<file path="src/rtl/ext_mem_arbiter.sv">
// Two-requester arbiter for the shared 256-bit external line-fill port.
// D wins contention until I has been passed over MAX_STREAK times in a row.
module ext_mem_arbiter #(
    parameter int ADDR_W     = 32,
    parameter int DATA_W     = 256,
    parameter int MAX_STREAK = 4
) (
    input  logic              clk,
    input  logic              rst,
    input  logic [ADDR_W-1:0] d_addr_i,
    input  logic              d_cs_i,
    input  logic              d_we_i,
    input  logic [DATA_W-1:0] d_data_i,
    output logic [DATA_W-1:0] d_data_o,
    output logic              d_ack_o,
    input  logic [ADDR_W-1:0] i_addr_i,
    input  logic              i_cs_i,
    input  logic              i_we_i,
    input  logic [DATA_W-1:0] i_data_i,
    output logic [DATA_W-1:0] i_data_o,
    output logic              i_ack_o,
    output logic [ADDR_W-1:0] ext_mem_addr,
    output logic              ext_mem_cs,
    output logic              ext_mem_we,
    output logic [DATA_W-1:0] ext_mem_data_o,
    input  logic [DATA_W-1:0] ext_mem_data_i,
    input  logic              ext_mem_ack
);

    // state   | meaning
    // IDLE    | no grant, requests sampled every edge
    // GNT_D   | D owns the memory port, waiting for ext_mem_ack
    // GNT_I   | I owns the memory port, waiting for ext_mem_ack
    // RELEASE | ack pulse cycle; dead cycle keeps ext_mem_cs low for 2 cycles
    localparam logic [1:0] IDLE    = 2'd0;
    localparam logic [1:0] GNT_D   = 2'd1;
    localparam logic [1:0] GNT_I   = 2'd2;
    localparam logic [1:0] RELEASE = 2'd3;

    localparam logic [3:0] STREAK_MAX = 4'(MAX_STREAK);

    logic [1:0] state;
    logic [3:0] streak;
    logic       grant_d;
    logic       grant_i;

    always_comb begin
        grant_d = 1'b0;
        grant_i = 1'b0;
        if (state == IDLE) begin
            if (d_cs_i && !(i_cs_i && streak == STREAK_MAX)) begin
                grant_d = 1'b1;
            end else if (i_cs_i) begin
                grant_i = 1'b1;
            end
        end
    end

    always_ff @(posedge clk) begin
        if (!rst) begin
            state          <= IDLE;
            streak         <= '0;
            d_data_o       <= '0;
            d_ack_o        <= 1'b0;
            i_data_o       <= '0;
            i_ack_o        <= 1'b0;
            ext_mem_addr   <= '0;
            ext_mem_cs     <= 1'b0;
            ext_mem_we     <= 1'b0;
            ext_mem_data_o <= '0;
        end else begin
            case (state)
                IDLE: begin
                    if (grant_d) begin
                        state          <= GNT_D;
                        ext_mem_cs     <= 1'b1;
                        ext_mem_addr   <= d_addr_i;
                        ext_mem_we     <= d_we_i;
                        ext_mem_data_o <= d_data_i;
                        // streak only grows while I is actually waiting
                        if (!i_cs_i) begin
                            streak <= '0;
                        end else if (streak != STREAK_MAX) begin
                            streak <= streak + 4'd1;
                        end
                    end else if (grant_i) begin
                        state          <= GNT_I;
                        ext_mem_cs     <= 1'b1;
                        ext_mem_addr   <= i_addr_i;
                        ext_mem_we     <= i_we_i;
                        ext_mem_data_o <= i_data_i;
                        streak         <= '0;
                    end
                end
                GNT_D: begin
                    if (ext_mem_ack) begin
                        state          <= RELEASE;
                        d_ack_o        <= 1'b1;
                        if (!ext_mem_we) begin
                            d_data_o <= ext_mem_data_i;
                        end
                        ext_mem_cs     <= 1'b0;
                        ext_mem_we     <= 1'b0;
                        ext_mem_addr   <= '0;
                        ext_mem_data_o <= '0;
                    end
                end
                GNT_I: begin
                    if (ext_mem_ack) begin
                        state          <= RELEASE;
                        i_ack_o        <= 1'b1;
                        if (!ext_mem_we) begin
                            i_data_o <= ext_mem_data_i;
                        end
                        ext_mem_cs     <= 1'b0;
                        ext_mem_we     <= 1'b0;
                        ext_mem_addr   <= '0;
                        ext_mem_data_o <= '0;
                    end
                end
                default: begin
                    state   <= IDLE;
                    d_ack_o <= 1'b0;
                    i_ack_o <= 1'b0;
                end
            endcase
        end
    end

endmodule

</file>
<file path="config.mk">
export PLATFORM = sky130hd
export DESIGN_NAME = ext_mem_arbiter
export DESIGN_NICKNAME = d
export VERILOG_FILES = /design/src/rtl/ext_mem_arbiter.sv
export SDC_FILE = /design/constraint.sdc
export NUM_CORES = 2
export LEC_CHECK = 0
export ABC_AREA = 1
export BUFFER_PORTS_ARGS = -buffer_cell sky130_fd_sc_hd__buf_4
export CAP_MARGIN = 20
export CORE_AREA = 2 2 635 637
export CTS_BUF_LIST = sky130_fd_sc_hd__clkbuf_8
export CTS_CLUSTER_DIAMETER = 50
export DETAILED_ROUTE_END_ITERATION = 10
export DIE_AREA = 0 0 637 639
export SETUP_SLACK_MARGIN = 0.1
export SYNTH_ARGS = -nofsm -noshare
export SYNTH_HDL_FRONTEND = slang
export SYNTH_SLANG_ARGS = --single-unit
export TNS_END_PERCENT = 50
</file>
<file path="constraint.sdc">
create_clock -name clk -period 4.3 [get_ports clk]
set_input_delay 0.86 -clock clk [delete_from_list [all_inputs] [get_ports clk]]
set_output_delay 0.86 -clock clk [all_outputs]
set_load 0.1 [all_outputs]
</file>
# Yosys cells after proc, flatten, opt, wreduce, memory -nomap -nowiden
# Index checks and enable logic that the tools add are counted.
word_totals:
  register_bits: 810
op_classes:
  addsub: 1
  n_eq_ne: 9
  muxes: 31
  n_bitwise: 3
  n_reduce_logical: 16
op_table:
  columns: ["op", "n"]
  rows:
  - ["256-bit 2-to-1 mux", 3]
  - ["256-bit one-hot mux with 2 select lines", 1]
  - ["32-bit 2-to-1 mux", 3]
  - ["32-bit one-hot mux with 2 select lines", 1]
  - ["4-bit 2-to-1 mux", 4]
  - ["3-bit AND reduction", 4]
  - ["1-bit 2-to-1 mux", 11]
  - ["1-bit one-hot mux with 2 select lines", 4]
  - ["2-bit 2-to-1 mux", 3]
  - ["2-bit AND reduction", 3]
  - ["2-bit OR reduction", 3]
  - ["4-bit by 1-bit adder with 4-bit output (second input constant)", 1]
  - ["4-bit by 3-bit == test with 1-bit output (second input constant)", 1]
  - ["2-bit != test (second input constant)", 2]
  - ["4-bit by 3-bit != test with 1-bit output (second input constant)", 1]
  - ["2-bit one-hot mux with 2 select lines", 1]
  - ["2-bit nonzero test", 2]
  - ["3-bit by 2-bit != test with 1-bit output (second input constant)", 1]
  - ["3-bit != test (second input constant)", 1]
  - ["1-bit inverter", 3]
  - ["2-bit by 1-bit == test with 1-bit output (second input constant)", 1]
  - ["2-bit == test (second input constant)", 1]
  - ["1-bit logical AND", 2]
  - ["2-bit zero test", 1]
  - ["other kinds (2)", 2]

# Depth between registers and ports, before layout
depth:
  word_depth: 9
  mapped_depth: 13

# Worst setup path after synthesis
# Ideal clock, no wire load.
synth_timing:
  path_kind: "reg-to-reg"
  start: "reg ext_mem_we"
  end: "reg d_data_o[184]"
  arrival_time_ps: 2044
  setup_slack_ps: 2186
  stages_incl_launch_ff: 7
  path_buffers: 2
  cell_sequence: "dfxtp_1 inv_1 nand3_1 clkbuf_1 clkbuf_1 o21ai_0 a21oi_1"
synth_between:
  elab_chain_cells: 2
synth_rtl:
  columns: ["item", "line", "source"]
  rows:
  - ["start: declaration", "24", "output logic ext_mem_we,"]
  - ["start signal: assignment", "78", "ext_mem_we <= d_we_i;"]
  - ["start signal: assignment", "90", "ext_mem_we <= i_we_i;"]
  - ["1-bit inverter (no source line)", null, null]
  - ["3-bit AND reduction (no source line)", null, null]
  - ["end signal: assignment", "100", "d_data_o <= ext_mem_data_i;"]
  - ["end: declaration", "14", "output logic [DATA_W-1:0] d_data_o,"]
# Every way passes these cells.
# A chain may end at the register's enable or synchronous reset.

# Worst setup path in the final report
layout_timing:
  start: "reg state[0]"
  end: "reg ext_mem_data_o[162]"
layout_between:
  elab_chain_cells: 4
  elab_cells_between_ends: 12
  cone_classes: "4 x eq/ne; 4 x mux; 4 x reduce/logical"
layout_rtl:
  columns: ["item", "line", "source"]
  rows:
  - ["start: declaration", "42", "logic [1:0] state;"]
  - ["start signal: assignment", "61", "state <= IDLE;"]
  - ["start signal: assignment", "75", "state <= GNT_D;"]
  - ["start signal: assignment", "87", "state <= GNT_I;"]
  - ["2-bit == test, or another cell as far along", "72", "case (state)"]
  - ["2-bit OR reduction (no source line) or 1-bit 2-to-1 mux (tied branches)", null, null]
  - ["2-bit by 1-bit != test with 1-bit output (no source line), or another cell as far along", null, null]
  - ["3-bit AND reduction (no source line) or 256-bit one-hot mux with 2 select lines (tied branches)", null, null]
  - ["end signal: assignment", "79", "ext_mem_data_o <= d_data_i;"]
  - ["end signal: assignment", "91", "ext_mem_data_o <= i_data_i;"]
  - ["end: declaration", "25", "output logic [DATA_W-1:0] ext_mem_data_o,"]
# Several ways; a longest one is shown, not always the timed one.

==> summary.md <==
| Metric | Value |
|---|---|
| Status | `completed` |
| Max cap viols | `0` |
| Most frequent cells in the layout | `buf_4 (1,698), inv_1 (1,148), dfxtp_1 (810)` |
| Clk network pwr share | `17.6%` |
| Startpoint Class | `flop` |
| Clock transition at path regs | `0.06 ns` |
| Mapped Area | `0.0343 mm²` |
| Endpoints failing hold | `0` |
| Critical Path AT | `3.76 ns` |
| Achievable Freq | `0.342 GHz` |
| Vias | `40,000` |
| Root Driver | `clkbuf_8` |
| Area of the multi-input gates | `0.0124 mm²` |
| Die span in x | `637 µm` |
| R2R Setup Slk | `1.38 ns` |
| Fill cells | `46,300` |
| VDD IR max | `0.000755 V` |
| CTS tree | `yes` |
| Rows | `233` |
| Worst reg2reg startpoint | `state[0]` |
| Power per standard cell area | `928 mW/mm²` |
| Kind of critical path | `flop to flop` |
| Area of the die | `0.407 mm²` |
| Gr usage total | `15.8%` |
| CP Capture Type | `flop` |
| Initial core utilization | `8.55%` |
| Fraction of layout cells with a size suffix above 1 | `30.7%` |
| Final nets | `7,222` |
| Measured slew at the worst slew-check pin | `1.21 ns` |
| RSZ-0062 raised after global routing | `false` |
| Non-Filler Instances | `11,800` |
| Setup WS pre-CTS | `1.19 ns` |
| CP Cell Sequence | `inv_1 -> ha_4 -> buf_12 -> buf_4 -> nand4_1 -> nand3_1 -> a21oi_1` |
| Number of global-route vias before repair | `37,000` |
| CP Launch Point | `state[0]` |
| Slew margin rel. | `19.5%` |
| Reg2reg end | `ext_mem_data_o[162]` |
| HPWL after detailed placement | `289,000 µm` |
| CTS Buf Count | `175` |
| Placed instance area | `0.0526 mm²` |
| Slew Viols, Final | `0` |
| Fin Clk Skew | `0.0940 ns` |
| Gate power share | `61.5%` |
| Reg2reg path depth | `7` |
| Average routed wire per standard cell | `28.4 µm` |
| Worst EP required | `5.14 ns` |
| Commonest non-fill, non-tap cell in the layout | `buf_4` |
| Fin util | `14.2%` |
| Via density per instance | `3.38` |
| Initial antenna violation count | `175` |
| Die extent in y | `639 µm` |
| Sequential element share of the synthesized area | `47.3%` |
| Final period util | `68.0%` |
| CP max stage delay | `0.59 ns` |
| DRT iter0 DRCs | `3,350` |
| Largest net degree at the start of global routing | `146` |
| Io pins | `1,643` |
| Post-route ant nets | `0` |
| Internal | `20.7 mW` |
| Reg power frac | `20.9%` |
| PostCTS Resize Cnt | `0` |
| Mean Syn Cell Area | `7.09 µm²` |
| Dpl cells | `11,400` |
| Final Total Pwr | `52.7 mW` |
| Flip-flop and latch area | `0.0162 mm²` |
| GR Overflow Total | `0` |
| Syn_nets | `5,677` |
| Minimum hold slack | `0.172 ns` |
| Synth Instances | `4,832` |
| Layout area overhead | `65.8%` |
| Worst min path class | `primary input to flop` |
| Worst-Skew Late Latency | `1.05 ns` |
| CTS Buffer Depth | `4` |
| Port Buf Inserts | `1,642` |
| Drt first pass iters | `5` |
| Cell variety after synth | `21` |
| Yosys reg bits | `810` |
| Final WL | `336,000 µm` |
| Min Clock Period, post-route | `2.92 ns` |
| Critical path peak fanout | `116` |
| Area of the core | `0.401 mm²` |
| Design area | `0.0568 mm²` |
| Net Switching | `32.0 mW` |
| Hold path startpoint | `ext_mem_data_i[68]` |
| Sw Ratio | `60.8%` |
| Ys Warns | `0` |
| TNS Setup | `0 ns` |
| Clock Sinks | `810` |
| Drt drc | `0` |
| Crit path capture | `ext_mem_data_o[162]` |
| CP max stage cell | `ha_4` |
| Final worst slack | `1.38 ns` |
| GPL Wtd Cong | `0.953` |
| Endpoints failing setup | `0` |
| First-pass GRT wire length | `415,000 µm` |
| CTS HTree Levels | `4` |
| LEAKAGE | `25.0 nW` |
synth_stat cells:
cell / number / area (µm²)
o21ai_0: 515 / 2580
nand2_1: 594 / 2230
inv_1: 1104 / 4140
or2_1: 1 / 6.26
buf_2: 65 / 325
a21oi_1: 808 / 4040
buf_6: 1 / 11.3
nor2_1: 8 / 30.0
inv_2: 2 / 7.51
nand4_1: 289 / 1810
nand3b_2: 1 / 11.3
nand3_1: 296 / 1480
or2_0: 1 / 6.26
a31oi_1: 1 / 6.26
dfxtp_1: 810 / 16200
nor2_4: 1 / 11.3
xor2_1: 2 / 17.5
buf_1: 7 / 26.3
clkbuf_1: 314 / 1180
buf_4: 6 / 45.0
ha_1: 6 / 75.1
power groups by stage:
stage / Clock [mW] / Sequential (mW) / Combinational [mW]
finish: 9.27 / 11.0 / 32.4
global route: 9.91 / 11.2 / 33.9
CTS: 9.63 / 11.0 / 33.0
detailed placement: 0 / 11.1 / 33.0
global placement: 0 / 11.1 / 32.9
floorplan: 0 / 26.2 / 6.75
repair_timing:
item / 4_1_cts / 5_1_grt
hold buffers: 38 / 0
buffers inserted: 0 / 0
endpoints found under the hold margin: 51 / 0
sequential cells by signal, summed over array words and instances, names as in the netlist:
signal and flops:
d_ack_o 1, d_data_o 256, ext_mem_addr 32, ext_mem_cs 1, ext_mem_data_o 256, ext_mem_we 1
i_ack_o 1, i_data_o 256, state 2, streak 4
area by class of cell:
type | count | share of cell area, %
Sequential cell | 810 | 28.6
Timing Repair Buffer | 1761 | 24.0
Multi-Input combinational cell | 2523 | 21.8
Tap cell | 5287 | 11.6
Inverter | 1106 | 7.32
Clock buffer | 210 | 5.09
Clock inverter | 98 | 1.41
Antenna cell | 51 | 0.225
routing by layer:
| metal | GRT usage, % | share of wire (%) | routed length [µm] | vias up |
|---|---|---|---|---|
| met5 | 0 | 0.10 | 350 | - |
| met4 | 5.84 | 4.1 | 13800 | 54 |
| met3 | 6.83 | 11 | 36000 | 608 |
| met2 | 28.2 | 51 | 170000 | 1940 |
| met1 | 16.2 | 35 | 116000 | 18800 |
| li1 | - | - | - | 18600 |
how the worst min path moves through the flow:
| stage | to | slack [ns] | cells past startpoint |
|---|---|---|---|
| 2_1_floorplan | streak[3] | 0.46 | 2 |
| 3_3_place_gp | d_data_o[200] | 0.43 | 2 |
| 6_report | d_data_o[68] | 0.17 | 3 |
| 3_5_place_dp | d_data_o[193] | 0.44 | 2 |
| 5_1_grt | i_data_o[113] | 0.06 | 3 |
| 4_1_cts | ext_mem_data_o[69] | 0.0007 | 5 |
critical path, delay by kind of cell (launching register included):
family,cells,cell delay [ns]
flops,1,0.34
simple gates,2,0.35
buf+inv,3,0.91
fa+ha+maj,1,0.59
compound gates,1,0.07
cell families after synthesis:
family	count (synthesis)	synth area share, %
flip-flops	810	47.3
XOR/XNOR	2	0.0511
AO/OA/AOI/OAI	1324	19.3
adder cells (fa/ha/maj)	6	0.219
AND/OR/NAND/NOR	1191	16.3
buffers and inverters	1499	16.7
Power figures use the tool's default switching activity.
